[src/rtl/clic_sched_pkg.sv]
// Shared types and helpers for the CLIC interrupt scheduler.
package clic_sched_pkg;

   typedef enum logic [1:0] {
      IDLE    = 2'd0,
      SCAN    = 2'd1,
      PRESENT = 2'd2,
      CLAIM   = 2'd3
   } sched_state_e;

   typedef struct packed {
      logic [7:0] level;
      logic       shv;
   } cand_t;

   // Unimplemented intctl LSBs read as 1, so they never break a tie.
   function automatic logic [7:0] mask_level(input logic [7:0] lvl, input int bits);
      return lvl | (8'hFF >> bits);
   endfunction

endpackage

[src/rtl/clic_prio_cmp.sv]
// Eligibility of one source plus its level compare against the current best.
module clic_prio_cmp
   import clic_sched_pkg::*;
#(
   parameter int INTCTLBITS = 8,
   parameter int VsidWidth  = 6
)(
   input  logic                 ip,
   input  logic                 ie,
   input  logic                 intv,
   input  logic [VsidWidth-1:0] vsid,
   input  logic [7:0]           intctl,
   input  logic                 tgt_vs,
   input  logic [VsidWidth-1:0] active_vsid,
   input  logic [7:0]           thresh,
   input  logic                 best_valid,
   input  logic [7:0]           best_level,
   output logic                 eligible,
   output logic                 better,
   output logic [7:0]           level
);

   logic ctx_ok;

   assign level    = mask_level(intctl, INTCTLBITS);
   assign ctx_ok   = tgt_vs ? (intv && (vsid == active_vsid)) : !intv;
   assign eligible = ip && ie && (level > thresh) && ctx_ok;
   // >= lets a later (higher) index win a level tie.
   assign better   = eligible && (!best_valid || (level >= best_level));

endmodule

[src/rtl/clic_irq_scheduler.sv]
// Sequential CLIC arbiter: scans one source per cycle, presents the winner
// with a valid/ready handshake and pulses a pending-clear for edge sources.
module clic_irq_scheduler
   import clic_sched_pkg::*;
#(
   parameter  int N_SOURCE   = 32,
   parameter  int INTCTLBITS = 8,
   parameter  int VsidWidth  = 6,
   localparam int IdW        = $clog2(N_SOURCE)
)(
   input  logic                               clk_i,
   input  logic                               rst_i,
   input  logic                               en_i,
   input  logic                               tgt_vs_i,
   input  logic [VsidWidth-1:0]               active_vsid_i,
   input  logic [7:0]                         thresh_i,
   input  logic [N_SOURCE-1:0]                ip_i,
   input  logic [N_SOURCE-1:0]                ie_i,
   input  logic [N_SOURCE-1:0]                le_i,
   input  logic [N_SOURCE-1:0]                shv_i,
   input  logic [N_SOURCE-1:0][7:0]           intctl_i,
   input  logic [N_SOURCE-1:0]                intv_i,
   input  logic [N_SOURCE-1:0][VsidWidth-1:0] vsid_i,
   output logic                               irq_valid_o,
   input  logic                               irq_ready_i,
   output logic [IdW-1:0]                     irq_id_o,
   output logic [7:0]                         irq_level_o,
   output logic                               irq_shv_o,
   output logic                               ip_clr_o,
   output logic [IdW-1:0]                     ip_clr_id_o
);

   localparam logic [IdW-1:0] LAST = IdW'(N_SOURCE - 1);

   sched_state_e         state;
   logic [IdW-1:0]       idx;
   logic [IdW-1:0]       best_id;
   cand_t                best;
   logic                 best_valid;
   logic                 prev_tgt_vs;
   logic [VsidWidth-1:0] prev_vsid;
   logic                 ctx_changed;

   logic       scan_better, scan_elig;
   logic [7:0] scan_level;
   logic       chk_elig, chk_better;
   logic [7:0] chk_level;
   logic       unused_chk;

   assign ctx_changed = (tgt_vs_i != prev_tgt_vs) || (active_vsid_i != prev_vsid);

   clic_prio_cmp #(.INTCTLBITS(INTCTLBITS), .VsidWidth(VsidWidth)) u_scan_cmp (
      .ip(ip_i[idx]), .ie(ie_i[idx]), .intv(intv_i[idx]), .vsid(vsid_i[idx]),
      .intctl(intctl_i[idx]), .tgt_vs(tgt_vs_i), .active_vsid(active_vsid_i),
      .thresh(thresh_i), .best_valid(best_valid), .best_level(best.level),
      .eligible(scan_elig), .better(scan_better), .level(scan_level)
   );

   // Recheck of the presented source; only its eligibility matters here.
   clic_prio_cmp #(.INTCTLBITS(INTCTLBITS), .VsidWidth(VsidWidth)) u_chk_cmp (
      .ip(ip_i[irq_id_o]), .ie(ie_i[irq_id_o]), .intv(intv_i[irq_id_o]),
      .vsid(vsid_i[irq_id_o]), .intctl(intctl_i[irq_id_o]), .tgt_vs(tgt_vs_i),
      .active_vsid(active_vsid_i), .thresh(thresh_i), .best_valid(1'b0),
      .best_level(8'h00), .eligible(chk_elig), .better(chk_better), .level(chk_level)
   );

   assign unused_chk = &{1'b0, chk_better, chk_level, scan_elig};

   always_ff @(posedge clk_i) begin
      prev_tgt_vs <= tgt_vs_i;
      prev_vsid   <= active_vsid_i;
      if (rst_i) begin
         state       <= IDLE;
         idx         <= '0;
         best        <= '0;
         best_id     <= '0;
         best_valid  <= 1'b0;
         irq_valid_o <= 1'b0;
         irq_id_o    <= '0;
         irq_level_o <= '0;
         irq_shv_o   <= 1'b0;
         ip_clr_o    <= 1'b0;
         ip_clr_id_o <= '0;
      end else begin
         ip_clr_o <= 1'b0;
         case (state)
            IDLE: begin
               irq_valid_o <= 1'b0;
               if (en_i) begin
                  state      <= SCAN;
                  idx        <= '0;
                  best       <= '0;
                  best_id    <= '0;
                  best_valid <= 1'b0;
               end
            end
            SCAN: begin
               if (!en_i) begin
                  state <= IDLE;
               end else if (ctx_changed) begin
                  idx        <= '0;
                  best       <= '0;
                  best_id    <= '0;
                  best_valid <= 1'b0;
               end else if (idx == LAST) begin
                  if (scan_better || best_valid) begin
                     state       <= PRESENT;
                     irq_valid_o <= 1'b1;
                     if (scan_better) begin
                        irq_id_o    <= idx;
                        irq_level_o <= scan_level;
                        irq_shv_o   <= shv_i[idx];
                     end else begin
                        irq_id_o    <= best_id;
                        irq_level_o <= best.level;
                        irq_shv_o   <= best.shv;
                     end
                  end
                  idx        <= '0;
                  best       <= '0;
                  best_id    <= '0;
                  best_valid <= 1'b0;
               end else begin
                  if (scan_better) begin
                     best       <= '{level: scan_level, shv: shv_i[idx]};
                     best_id    <= idx;
                     best_valid <= 1'b1;
                  end
                  idx <= idx + IdW'(1);
               end
            end
            PRESENT: begin
               // A completed handshake wins over a falling enable so the clear is never lost.
               if (irq_ready_i) begin
                  irq_valid_o <= 1'b0;
                  ip_clr_o    <= le_i[irq_id_o];
                  ip_clr_id_o <= irq_id_o;
                  state       <= CLAIM;
               end else if (!en_i) begin
                  irq_valid_o <= 1'b0;
                  state       <= IDLE;
               end else if (!chk_elig) begin
                  irq_valid_o <= 1'b0;
                  state       <= SCAN;
                  idx         <= '0;
                  best        <= '0;
                  best_id     <= '0;
                  best_valid  <= 1'b0;
               end
            end
            CLAIM: begin
               state      <= en_i ? SCAN : IDLE;
               idx        <= '0;
               best       <= '0;
               best_id    <= '0;
               best_valid <= 1'b0;
            end
            default: state <= IDLE;
         endcase
      end
   end

endmodule

[config.mk]
export PLATFORM = sky130hd
export DESIGN_NAME = clic_irq_scheduler
export DESIGN_NICKNAME = d
export VERILOG_FILES = /design/src/rtl/clic_sched_pkg.sv /design/src/rtl/clic_prio_cmp.sv /design/src/rtl/clic_irq_scheduler.sv
export SDC_FILE = /design/constraint.sdc
export NUM_CORES = 1
export LEC_CHECK = 0
export BUFFER_PORTS_ARGS = -buffer_cell sky130_fd_sc_hd__buf_2
export CORE_AREA = 2 2 249 251
export CTS_CLUSTER_SIZE = 24
export DETAILED_ROUTE_END_ITERATION = 8
export DIE_AREA = 0 0 251 253
export GPL_TIMING_DRIVEN = 0
export SLEW_MARGIN = 10
export SYNTH_ARGS = -nofsm -noshare
export SYNTH_HDL_FRONTEND = slang
export SYNTH_HIERARCHICAL = 1
export SYNTH_SLANG_ARGS = --single-unit
[constraint.sdc]
create_clock -name clk_i -period 4.96 [get_ports clk_i]
set_clock_uncertainty 0.2 [all_clocks]
set_input_delay 0.992 -clock clk_i [delete_from_list [all_inputs] [get_ports clk_i]]
set_output_delay 0.992 -clock clk_i [all_outputs]
set_load 0.005 [all_outputs]
# Word-level counts from Yosys, hierarchy flattened
# Cells that the tools add are included.
[op_classes] shift=0 n_bitwise=3 n_mux=76 n_mul=0 n_reduce_logical=24 div_mod_pow=0 magnitude_cmp=5 addsub=1 n_eq_ne=21
[ops] operator="$bmux 8 s5" n=2
[ops] operator="$mux 9" n=8
[ops] operator="$bmux 6 s5" n=2
[ops] operator="$mux 5" n=11
[ops] operator="$bmux 1 s5" n=8
[ops] operator="$pmux 5 s4" n=2
[ops] operator="$pmux 9 s4" n=1
[ops] operator="$mux 1" n=26
[ops] operator="$mux 8" n=3
[ops] operator="$gt 8x8->1" n=2
[ops] operator="$mux 2" n=8
[ops] operator="$ne 2x2->1 const B" n=8
[ops] operator="$reduce_and 5->1" n=3
[ops] operator="$eq 6x6->1" n=2
[ops] operator="$lt 5x6->1 const B" n=2
[ops] operator="$mux 6" n=2
[ops] operator="$reduce_and 6->1" n=2
[ops] operator="$logic_and 1x1->1" n=9
[ops] operator="$ne 3x3->1 const B" n=3
[ops] operator="$ge 8x8->1" n=1
[ops] operator="$ne 4x4->1 const B" n=2
[ops] operator="$pmux 2 s4" n=1
[ops] operator="$ne 6x6->1" n=1
[ops] operator="$add 5x1->5 const B" n=1
[ops] operator="other kinds (13)" n=20
[word_totals] out_inout_bits=21 mem_bits_rw=0 n_memories=0 latchBits=0 mem_bits_ro=0 ff_bits=50

# Logic depth before layout (Yosys ltp)
# Gate-level depths: netlist of run 1.
[logic_depth] depth_word=13 depth_mapped=20 ltp_nobuf=14

# By module
# The synthesis of run 1 kept the hierarchy.
[by_module_without_submodules] mod="clic_irq_scheduler" n_inst=1 seq_area_each_um2=1001.0 cells_per_inst=708 area_per_inst_um2=10921.7
[by_module_without_submodules] mod="clic_prio_cmp" n_inst=2 seq_area_each_um2=0.0 cells_per_inst=73 area_per_inst_um2=545.5

# Worst setup path after synthesis of run 1
# Ideal clock, no wire load.
[synth_path] path_type="reg2reg" startpoint="register idx[0]" endpoint="register irq_id_o[0]" setup_ns=0.134 path_slack_ns=0.230 stages_incl_launch_ff=19 t_required_ns=4.626 path_buffers=5 t_arrival_ns=4.396 cell_sequence="dfxtp_1 -> buf_6 -> buf_1 -> mux4_2 -> mux4_2 -> mux2_2 -> ha_1 -> nand4_1 -> o311ai_1 -> a21oi_1 -> and3_1 -> a21boi_2 -> clkbuf_1 -> nor2_1 -> nor4_2 -> and2_1 -> clkbuf_1 -> buf_2 -> a211oi_1"
[synth_via] elab_chain_len=9 word_cells_on_any_way=25
[synth_rtl] element="from (decl)" line="clic_irq_scheduler.sv:36" text="logic [IdW-1:0] idx;"
[synth_rtl] element="from (signal assigned)" line="clic_irq_scheduler.sv:129" text="idx <= idx + IdW'(1);"
[synth_rtl] element="parallel branches: the longest is 5 deep, another holds $gt 8x8->1"
[synth_rtl] element="$logic_and 1x1->1 (*)" line="clic_prio_cmp.sv:27" text="assign eligible = ip && ie && (level > thresh) && ctx_ok;"
[synth_rtl] element="net scan_elig" line="clic_irq_scheduler.sv:44" text="logic scan_better, scan_elig;"
[synth_rtl] element="$logic_and 1x1->1 (*)" line="clic_prio_cmp.sv:29" text="assign better = eligible && (!best_valid || (level >= best_level));"
[synth_rtl] element="net scan_better" line="clic_irq_scheduler.sv:44"
[synth_rtl] element="$logic_or 1x1->1" line="clic_irq_scheduler.sv:106" text="if (scan_better || best_valid) begin"
[synth_rtl] element="$reduce_and 5->1 (no line)"
[synth_rtl] element="to (signal assigned)" line="clic_irq_scheduler.sv:110" text="irq_id_o <= idx;"
[synth_rtl] element="to (signal assigned)" line="clic_irq_scheduler.sv:114" text="irq_id_o <= best_id;"
[synth_rtl] element="to (decl)" line="clic_irq_scheduler.sv:26" text="output logic [IdW-1:0] irq_id_o,"
# Mark *: on every way through the listed nets, which the timed path passes. The select of a mux whose other input is x is not followed.
# A chain may end at the register's enable or synchronous reset.

# Worst setup path after layout of run 1
[layout_path] startpoint="register idx[0]" endpoint="register irq_id_o[1]"
# The elaborated chain is that of the path after synthesis.

==> results of run 1 <==
==> how the worst min path moves through the flow <==
stage,from,to,slack (ns),depth (start not counted)
floorplan,best_id[0]$_SDFFE_PP0P_,best_id[0]$_SDFFE_PP0P_,0.24,2
global placement,ip_clr_id_o[1]$_SDFFE_PP0P_,ip_clr_id_o[1]$_SDFFE_PP0P_,0.24,2
detailed placement,best_id[0]$_SDFFE_PP0P_,best_id[0]$_SDFFE_PP0P_,0.25,2
CTS,best_id[0]$_SDFFE_PP0P_,best_id[0]$_SDFFE_PP0P_,0.26,2
global route,best_id[1]$_SDFFE_PP0P_,best_id[1]$_SDFFE_PP0P_,0.28,2
finish,best_id[0]$_SDFFE_PP0P_,best_id[0]$_SDFFE_PP0P_,0.26,2
==> cells in the final DEF, fill, tap and decap left out, drive strengths merged, types with 11 or more instances in the layout <==
master	n
ha	26
a21oi	37
inv	30
nand3	19
a211oi	14
xnor2	20
a22o	11
mux2i	18
nand2	31
dfxtp	50
buf	697
clkbuf	61
mux2	34
mux4	356
==> report_power, final <==
part           switching [mW]  internal, mW
logic                   0.401         0.522
registers             0.00298         0.405
clock network           0.204         0.194
total                   0.609          1.12
==> metal layers <==
metal  GRT usage  routed length (µm)  vias up  share of wire
met3      0.0524                6450      197          0.084
met4      0.0883                3250       30          0.042
met1       0.281               29100     6492           0.38
met5           0                 184        -         0.0024
met2       0.402               37900     1008           0.49
li1            -                   -     4995              -
==> timing repair <==
| item | in CTS | in global routing |
|---|---|---|
| gates resized for setup | 159 | 62 |
| pin swaps | 2 | 3 |
| endpoints found under the setup margin | 37 | 33 |
| cloned | 0 | 1 |
| buffers inserted | 3 | 1 |
==> sequential cells by signal, summed over array words and instances (netlist names), 2 cells and up <==
signal and cells:
best 9, irq_level_o 8, prev_vsid 6, best_id 5, idx 5, ip_clr_id_o 5
irq_id_o 5, state 2
==> final cells by class <==
type	count	area (µm²)	area share
multi-input cells	629	10200	0.611
repair buffers	649	3280	0.196
flip-flops and latches	50	1010	0.0603
well taps	790	988	0.0591
plain buffers	106	942	0.0563
clock buffers	5	125	0.00748
inverters	29	109	0.00650
clock inverters	3	28.8	0.00172
diodes	10	25.0	0.00150
==> worst max-delay path, stage by stage, from the launching register on <==
cell	delay (ns)
dfxtp_4	0.39
buf_6	0.18
clkbuf_16	0.20
buf_12	0.17
mux4_2	0.52
mux4_2	0.61
mux2_4	0.34
ha_1	0.31
nand4_1	0.13
o311ai_1	0.11
a21oi_1	0.11
and3_1	0.18
a21boi_4	0.28
nor2_4	0.06
nor4_4	0.20
buf_4	0.19
buf_6	0.14
a21oi_1	0.11
a211oi_4	0.22
==> flow_summary.yaml, run 1 <==
worst_setup_path:
  rrSetupSlack_ns: 0.16
  timing.rr.end: "irq_id_o[1]$_SDFFE_PP0P_"
  crit_path_end_kind: "flip-flop"
  critPathLaunch: "idx[0]$_SDFFE_PP0P_"
  cp.required_ns: 4.97
  start_kind: "flip-flop"
  crit_fanout: 10
  critical_path_arrival_ns: 4.81
  path_class: "reg -> reg"
  r2r-start: "idx[0]$_SDFFE_PP0P_"
  cp-endpoint: "irq_id_o[1]$_SDFFE_PP0P_"
  worstRegToRegCells: 18
floorplan:
  fp.dieW_um: 251
  die_h_um: 253
  die_area_um2: 63500
  start_util: 0.193
  rows: 91
  core_um2: 61000
  ioPinCount: 648
global_routing:
  grt_pass1_wl_um: 102000
  grt-ovfl-total: 0
  grt_max_degree: 19
  grt_usage: 0.232
  antenna_found_initial: 31
  first_global_vias: 13323
clock_network:
  cts_buffers: 5
  clk_latency_ns: 0.31
  cts_tree: "done"
  clock_sinks: 50
  hold_buffers: 0
  cts_buffer_depth: 2
  clk_pin_slew_worst_paths_ns: 0.08
  clock-root-buffer: "clkbuf_16"
  htree_num_levels: 2
placed_design:
  dp_hpwl_um: 64400
  dp_slack_ns: -1.88
  placed_cell_area_um2: 16000
  placed_cells: 2253
  gp_congestion: 0.955
  portBuffers: 644
pwr:
  ir_drop_uv: 129
  power_mw: 1.73
  power_density_nw_per_um2: 103
  leakagePower_nw: 6.20
routing:
  route.detailed.drc: 0
  first_iter_violations: 1216
  drt_pass1_iterations: 7
  drtAntennaViolNets: 0
  vias_per_cell: 5.60
  vias: 12722
  wirelength_um: 76900
  wl_per_cell_um: 33.8
final_layout:
  fillCellCount: 6389
  nets: 2123
  finalInstanceArea_um2: 16700
  area_growth_pct: 42.4
  fin_util: 0.274
  fin_cells: 2271
  drive_above_1_share: 0.783
sta:
  slew_headroom: 0.433
  finalCriticalPeriod_ns: 4.80
  setup_viol: 0
  slew_viol_final: 0
  fmax_mhz: 208
  tns_ns: 0
  hold_viol_final: 0
  post-route-period-util: 0.968
  worst_pin_slew_ns: 0.850
  whs_ns: 0.260
  setup_ws_ns: 0.161
min_path:
  hold_class: "reg -> reg"
synth:
  synth_area_per_cell_um2: 14.3
  syn_area_um2: 11800
  yosysWarnings: 6
  syn-num-nets: 1472
  syn_inst: 819
run:
  maxCapViolCount: 0
status:
  status: "finished clean"
No activity file was read; power rests on OpenSTA's default activity.
==> run 2, diff against run 1 <==
--- a/config.mk
+++ b/config.mk
@@ -6,13 +6,12 @@
 export NUM_CORES = 1
 export LEC_CHECK = 0
 export BUFFER_PORTS_ARGS = -buffer_cell sky130_fd_sc_hd__buf_2
-export CORE_AREA = 2 2 249 251
-export CTS_CLUSTER_SIZE = 24
+export CORE_AREA = 2 2 255 257
+export CTS_CLUSTER_SIZE = 40
 export DETAILED_ROUTE_END_ITERATION = 8
-export DIE_AREA = 0 0 251 253
+export DIE_AREA = 0 0 257 259
 export GPL_TIMING_DRIVEN = 0
 export SLEW_MARGIN = 10
 export SYNTH_ARGS = -nofsm -noshare
 export SYNTH_HDL_FRONTEND = slang
-export SYNTH_HIERARCHICAL = 1
 export SYNTH_SLANG_ARGS = --single-unit
==> run 2 against run 1 <==
  * Flip-flop and latch count is the same
  * Setup slack lost 0.059 ns
  * Area after synthesis increased by 1.1%
  * Clock power down 12%
  * Critical endpoint is now irq_valid_o$_SDFFE_PP0P_
==> flow_summary.yaml, run 2 <==
status:
  status: "finished clean"
clock_network:
  htree_num_levels: 2
  clock_sinks: 50
  clk_latency_ns: 0.30
  cts_buffers: 5
  hold_buffers: 0
  clock-root-buffer: "clkbuf_16"
  cts_tree: "done"
  cts_buffer_depth: 2
  clk_pin_slew_worst_paths_ns: 0.07
final_layout:
  fillCellCount: 6819
  layout_common_cells: "buf_2 (659), mux4_2 (240), mux2i_1 (140)"
  fin_util: 0.278
  nets: 2418
  top_regs: "best (9), irq_level_o (8), prev_vsid (6)"
  final_common_cell: "buf_2"
  finalInstanceArea_um2: 17800
  largest_reg_flops: 9
  top_register: "best"
  area_growth_pct: 49.6
  drive_above_1_share: 0.631
global_routing:
  antenna_found_initial: 46
  grt_max_degree: 20
  grt_usage: 0.232
  first_global_vias: 14747
  grt_pass1_wl_um: 110000
  grt-ovfl-total: 0
floorplan:
  rows: 93
  fp.dieW_um: 257
  die_h_um: 259
  ioPinCount: 648
  start_util: 0.186
  core_um2: 63900
  die_area_um2: 66600
sta:
  rsz0062_at_grt: "false"
  setup_viol: 0
  fmax_mhz: 206
  finalCriticalPeriod_ns: 4.86
  slew_viol_final: 0
  tns_ns: 0
  post-route-period-util: 0.979
  worst_pin_slew_ns: 0.869
  slew_headroom: 0.421
  hold_viol_final: 0
synth:
  yosys-top-cells-count: "mux4_2 (240), mux2i_1 (142), nand2_1 (99)"
  yosys.area.top_type: "mux4_2"
  ys_ff_latch: 50
  synth-edff-count: 0
  yosysUniqueCellTypes: 77
  synth_area_per_cell_um2: 11.0
  yosys.area.top_type_share: 0.455
  synthArstFlopShare: 0
  netlist_top_cells_area: "mux4_2 (45%), mux2i_1 (12%), dfxtp_1 (8.4%), nand2_1 (3.1%), ha_1 (2.7%)"
  syn_area_um2: 11900
  synth.most_common_cell: "mux4_2"
  yosysWarnings: 0
  syn-num-nets: 1733
  syn_inst: 1080
  ys.flop_type: "dfxtp_1"
  synth-seq-area-share: 0.0842
placed_design:
  portBuffers: 646
  dp_hpwl_um: 68400
  placed_cell_area_um2: 16200
  gp_congestion: 0.994
worst_setup_path:
  start_kind: "flip-flop"
  cp.required_ns: 4.98
  critical_path_arrival_ns: 4.88
  crit_path_end_kind: "flip-flop"
  crit_fanout: 10
  path_class: "reg -> reg"
routing:
  vias: 14355
  wl_per_cell_um: 30.5
  route.detailed.drc: 0
  drtAntennaViolNets: 0
  vias_per_cell: 5.42
  drt_pass1_iterations: 8
  wirelength_um: 81000
  first_iter_violations: 1304
pwr:
  power_mw: 1.48
  ir_drop_uv: 117
  leakagePower_nw: 6.70
  power_density_nw_per_um2: 83.0
min_path:
  hold_class: "reg -> reg"
run:
  maxCapViolCount: 0
==> run 2: cell count changes in the layout (fill, tap and decap cells not counted), moves of 12 or more <==
cell      change
clkbuf_4     -15
o21ai_0      +12
o22ai_1      +12
mux2_2       -22
nor2b_1      +15
nand3_1      +18
diode_2      +19
mux2i_1     +122
nor2_1       +19
buf_4        +26
nand2_1      +54
buf_2        +13
mux4_2      -112
a22oi_1      +36
==> run 2: repair_timing <==
item / 4_1_cts / 5_1_grt
pin swaps: 31 / 16
setup buffers: 22 / 17
gates resized for setup: 259 / 26
cloned: 6 / 2
endpoints found under the setup margin: 37 / 37
==> run 2: metrics by stage <==
| stage | hold slack [ns] | instances | setup WS [ns] |
|---|---|---|---|
| floorplan | 0.233 | 1080 | 0.0184 |
| global placement | 0.243 | 2581 | -2.51 |
| detailed placement | 0.249 | 2581 | -2.57 |
| CTS | 0.260 | 2607 | -0.0290 |
| global route | 0.273 | 2649 | 0.0178 |
| finish | 0.259 | 2650 | 0.102 |
==> run 2: where the power goes <==
group | internal [mW] | switching, mW | total [mW]
Clock | 0.187 | 0.164 | 0.351
Combinational | 0.400 | 0.318 | 0.718
Sequential | 0.404 | 0.00137 | 0.405
Total | 0.991 | 0.484 | 1.48
==> run 2: cell families (layout without fill, tap and decap cells) <==
kind of cell | Yosys count | in the layout | share of synthesized area
adders and majority gates | 26 | 26 | 0.0274
and+or+nand+nor | 236 | 237 | 0.0972
DFF | 50 | 50 | 0.0842
xor gates and xnor gates | 16 | 16 | 0.0118
other | 0 | 29 | 0
AOI/OAI and AO/OA | 211 | 212 | 0.128
muxes | 393 | 393 | 0.586
buffers and inverters | 148 | 832 | 0.0652
==> run 2: worst paths after layout <==
| check | start | end | slack [ns] | cells after the start |
|---|---|---|---|---|
| setup / recovery | irq_id_o[0]$_SDFFE_PP0P_ | irq_valid_o$_SDFFE_PP0P_ | 0.10 | 14 |
| hold / removal | ip_clr_id_o[4]$_SDFFE_PP0P_ | ip_clr_id_o[4]$_SDFFE_PP0P_ | 0.26 | 2 |
| setup reg to reg | irq_id_o[0]$_SDFFE_PP0P_ | irq_valid_o$_SDFFE_PP0P_ | 0.10 | 14 |
| hold reg to reg | ip_clr_id_o[4]$_SDFFE_PP0P_ | ip_clr_id_o[4]$_SDFFE_PP0P_ | 0.26 | 2 |
==> run 2: final cells by class <==
cell class	instances	area [µm²]	share of cell area
Multi-Input combinational cell	884	10500	0.593
Sequential cell	50	1010	0.0566
Clock buffer	5	125	0.00704
Inverter	33	126	0.00711
Buffer	100	1120	0.0630
Tap cell	855	1070	0.0602
Clock inverter	3	21.3	0.00120
Timing Repair Buffer	691	3700	0.208
Antenna cell	29	72.6	0.00408
==> run 2: worst max-delay path, cell delays in order (launching register included) <==
cell	delay (ns)
dfxtp_4	0.42
buf_12	0.15
buf_16	0.17
buf_12	0.18
mux4_2	0.57
mux4_2	0.48
mux2_2	0.35
ha_1	0.34
nand4_1	0.20
a21oi_2	0.21
a211oi_2	0.09
a2111o_1	0.48
buf_4	0.18
or4b_4	0.50
a211oi_2	0.22
==> run 2: routing by layer <==
layer  global-route usage  vias up  share of wire
met5                    0        -         0.0012
met4                0.155       14          0.077
met3               0.0434      276          0.081
met2                0.422     1156           0.50
met1                0.245     7015           0.34
li1                     -     5894              -
==> run 3, diff against run 2 <==
--- a/config.mk
+++ b/config.mk
@@ -5,11 +5,12 @@
 export SDC_FILE = /design/constraint.sdc
 export NUM_CORES = 1
 export LEC_CHECK = 0
+export ABC_AREA = 1
 export BUFFER_PORTS_ARGS = -buffer_cell sky130_fd_sc_hd__buf_2
-export CORE_AREA = 2 2 255 257
+export CORE_AREA = 2 2 253 255
 export CTS_CLUSTER_SIZE = 40
 export DETAILED_ROUTE_END_ITERATION = 8
-export DIE_AREA = 0 0 257 259
+export DIE_AREA = 0 0 255 257
 export GPL_TIMING_DRIVEN = 0
 export SLEW_MARGIN = 10
 export SYNTH_ARGS = -nofsm -noshare
==> run 3 against run 2 <==
  * Area after synthesis is 13% higher
  * Combinational power increased by 59%
  * Die area shrank 1.5%
  * Non-clock buffer count up 80
  * Clock power up 16%
  * Core utilization rose by 1.4 points
  * First-iteration DRC count rose by 140%
  * Flip-flop and latch count unchanged
  * Clock-buffer cell count is 1 higher
  * Synthesized cell count grew 150%
  * Largest cell class unchanged
==> flow_summary.yaml, run 3 <==
sta:
  post-route-period-util: 0.977
  setup_viol: 0
  finalCriticalPeriod_ns: 4.85
  slew_viol_final: 0
  slew_headroom: 0.168
  tns_ns: 0
  setup_ws_ns: 0.115
  fmax_mhz: 206
  hold_viol_final: 0
  worst_pin_slew_ns: 1.25
global_routing:
  grt_pass1_wl_um: 163000
  antenna_found_initial: 28
  first_global_vias: 22977
  grt-ovfl-total: 0
  grt_usage: 0.347
  grt_max_degree: 29
worst_setup_path:
  path_class: "reg -> reg"
  timing.rr.end: "irq_id_o[3]$_SDFFE_PP0P_"
  cp.required_ns: 4.94
  worstRegToRegCells: 21
  crit_fanout: 19
  rrSetupSlack_ns: 0.11
  r2r-start: "idx[2]$_SDFFE_PP0P_"
  start_kind: "flip-flop"
  crit_path_end_kind: "flip-flop"
  critical_path_arrival_ns: 4.83
floorplan:
  fp.dieW_um: 255
  rows: 92
  die_h_um: 257
  die_area_um2: 65500
  ioPinCount: 648
  start_util: 0.215
  core_um2: 62700
synth:
  yosysUniqueCellTypes: 40
  synthArstFlopShare: 0
  synth.most_common_cell: "nand2_1"
  syn_area_um2: 13500
  synth-seq-area-share: 0.0744
  netlist_top_cells_area: "nand2_1 (20%), o21ai_0 (14%), nand3_1 (12%), nor2_1 (11%), dfxtp_1 (7.4%)"
  ys_ff_latch: 50
  syn_inst: 2686
  ys.flop_type: "dfxtp_1"
  yosys.area.top_type: "nand2_1"
  syn-num-nets: 3339
  yosysWarnings: 0
  synth_area_per_cell_um2: 5.01
  yosys-top-cells-count: "nand2_1 (728), nor2_1 (410), o21ai_0 (365)"
  synth-edff-count: 0
  yosys.area.top_type_share: 0.203
final_layout:
  drive_above_1_share: 0.268
  area_growth_pct: 36.5
  final-seq-area_um2: 1000
  fillCellCount: 7374
  finalInstanceArea_um2: 18400
  top_register: "best"
  layout_common_cells: "nand2_1 (725), buf_2 (700), nor2_1 (407)"
  largest_reg_flops: 9
  top_regs: "best (9), irq_level_o (8), prev_vsid (6)"
  nets: 3981
  multi_input_area_um2: 10900
  final_common_cell: "nand2_1"
routing:
  drt_pass1_iterations: 7
  wirelength_um: 120000
  drtAntennaViolNets: 0
  vias_per_cell: 5.70
  first_iter_violations: 3141
  route.detailed.drc: 0
  wl_per_cell_um: 28.5
  vias: 23901
clock_network:
  cts_tree: "done"
  cts_buffer_depth: 2
  cts_buffers: 5
  clock-root-buffer: "clkbuf_16"
  hold_buffers: 0
  clk_latency_ns: 0.30
  clk_pin_slew_worst_paths_ns: 0.07
  htree_num_levels: 2
  clock_sinks: 50
min_path:
  whs_path_depth: 2
  hold_class: "reg -> reg"
  hold_start: "irq_valid_o$_SDFFE_PP0P_"
  hold_path_end: "irq_valid_o$_SDFFE_PP0P_"
pwr:
  power_density_nw_per_um2: 107
  leakagePower_nw: 9.06
  ir_drop_uv: 169
placed_design:
  placed_cell_area_um2: 17800
  dp_hpwl_um: 95300
  dp_slack_ns: -1.63
  gp_congestion: 1.03
  portBuffers: 646
status:
  status: "finished clean"
run:
  maxCapViolCount: 0
[run 3: area by class of cell]
| cell class | count | area share |
|---|---|---|
| Multi-Input combinational cell | 2256 | 0.594 |
| Antenna cell | 19 | 0.00259 |
| Clock buffer | 6 | 0.00701 |
| Tap cell | 846 | 0.0576 |
| Buffer | 219 | 0.0739 |
| Clock inverter | 2 | 0.00204 |
| Timing Repair Buffer | 652 | 0.178 |
| Sequential cell | 50 | 0.0546 |
| Inverter | 144 | 0.0299 |
[run 3: per-stage QoR]
step                      hold WS (ns)  instances  power [mW]  utilization
after floorplan                  0.237       2686       0.892            -
after global placement           0.232       4178        1.49        0.283
after detailed placement         0.237       4178        1.49        0.283
after CTS                        0.248       4174        1.91        0.289
after global routing             0.271       4190        2.06        0.293
final                            0.245       4194        1.96        0.293
[run 3: per-layer routing]
metal	global-route usage	wire length [µm]	share of wire	up-vias
met3	0.0685	12600	0.11	569
met4	0.260	10500	0.088	4
met1	0.400	43100	0.36	10813
li1	-	-	-	10444
met2	0.566	53400	0.45	2071
met5	0	23	0.00019	-
[run 3: worst max-delay path by stage]
stage                                         from                  endpoint  slack, ns  cells after the start
final                          idx[2]$_SDFFE_PP0P_  irq_id_o[3]$_SDFFE_PP0P_       0.11                     21
after global routing      irq_id_o[4]$_SDFFE_PP0P_      best[5]$_SDFFE_PP0P_      -0.04                     18
after floorplan                idx[0]$_SDFFE_PP0P_  irq_id_o[4]$_SDFFE_PP0P_       1.24                     28
after global placement    irq_id_o[2]$_SDFFE_PP0P_       idx[2]$_SDFFE_PP0P_      -1.78                     19
after CTS                 irq_id_o[1]$_SDFFE_PP0P_      best[0]$_SDFFE_PP0P_     0.0006                     23
after detailed placement  irq_id_o[2]$_SDFFE_PP0P_       idx[2]$_SDFFE_PP0P_      -1.63                     20
[run 3: kinds of logic after synthesis]
kind of cell             Yosys count  synth area share
buffers and inverters            381             0.128
adder cells (fa/ha/maj)           26            0.0242
flip-flops                        50            0.0744
AND/OR/NAND/NOR                 1524             0.469
AO/OA/AOI/OAI                    696             0.298
XOR/XNOR                           9           0.00586
[run 3: critical path, stage by stage (launching register included)]
cell	delay (ns)
dfxtp_1	0.31
buf_4	0.22
clkbuf_4	0.47
clkbuf_2	0.43
o221ai_1	0.23
o211ai_1	0.32
nand4_1	0.15
nand2_1	0.22
inv_1	0.09
ha_1	0.27
nand2_1	0.06
o21ai_0	0.17
nand3_1	0.14
a21oi_4	0.28
nand3_4	0.15
nor2_4	0.22
nand2_4	0.07
nand2_4	0.10
nand3_4	0.12
buf_12	0.20
o21ai_1	0.14
nor2_2	0.08
[run 3: report_power, final]
group	leakage [nW]	internal (mW)	switching, mW
Clock	0.0772	0.239	0.168
Combinational	8.58	0.421	0.714
Sequential	0.407	0.412	0.00778
[run 3: timing repair]
action	4_1_cts	5_1_grt
setup endpoints to repair	37	37
cloned	0	1
gates resized for setup	126	79
setup buffers	1	5
pin swaps	2	6
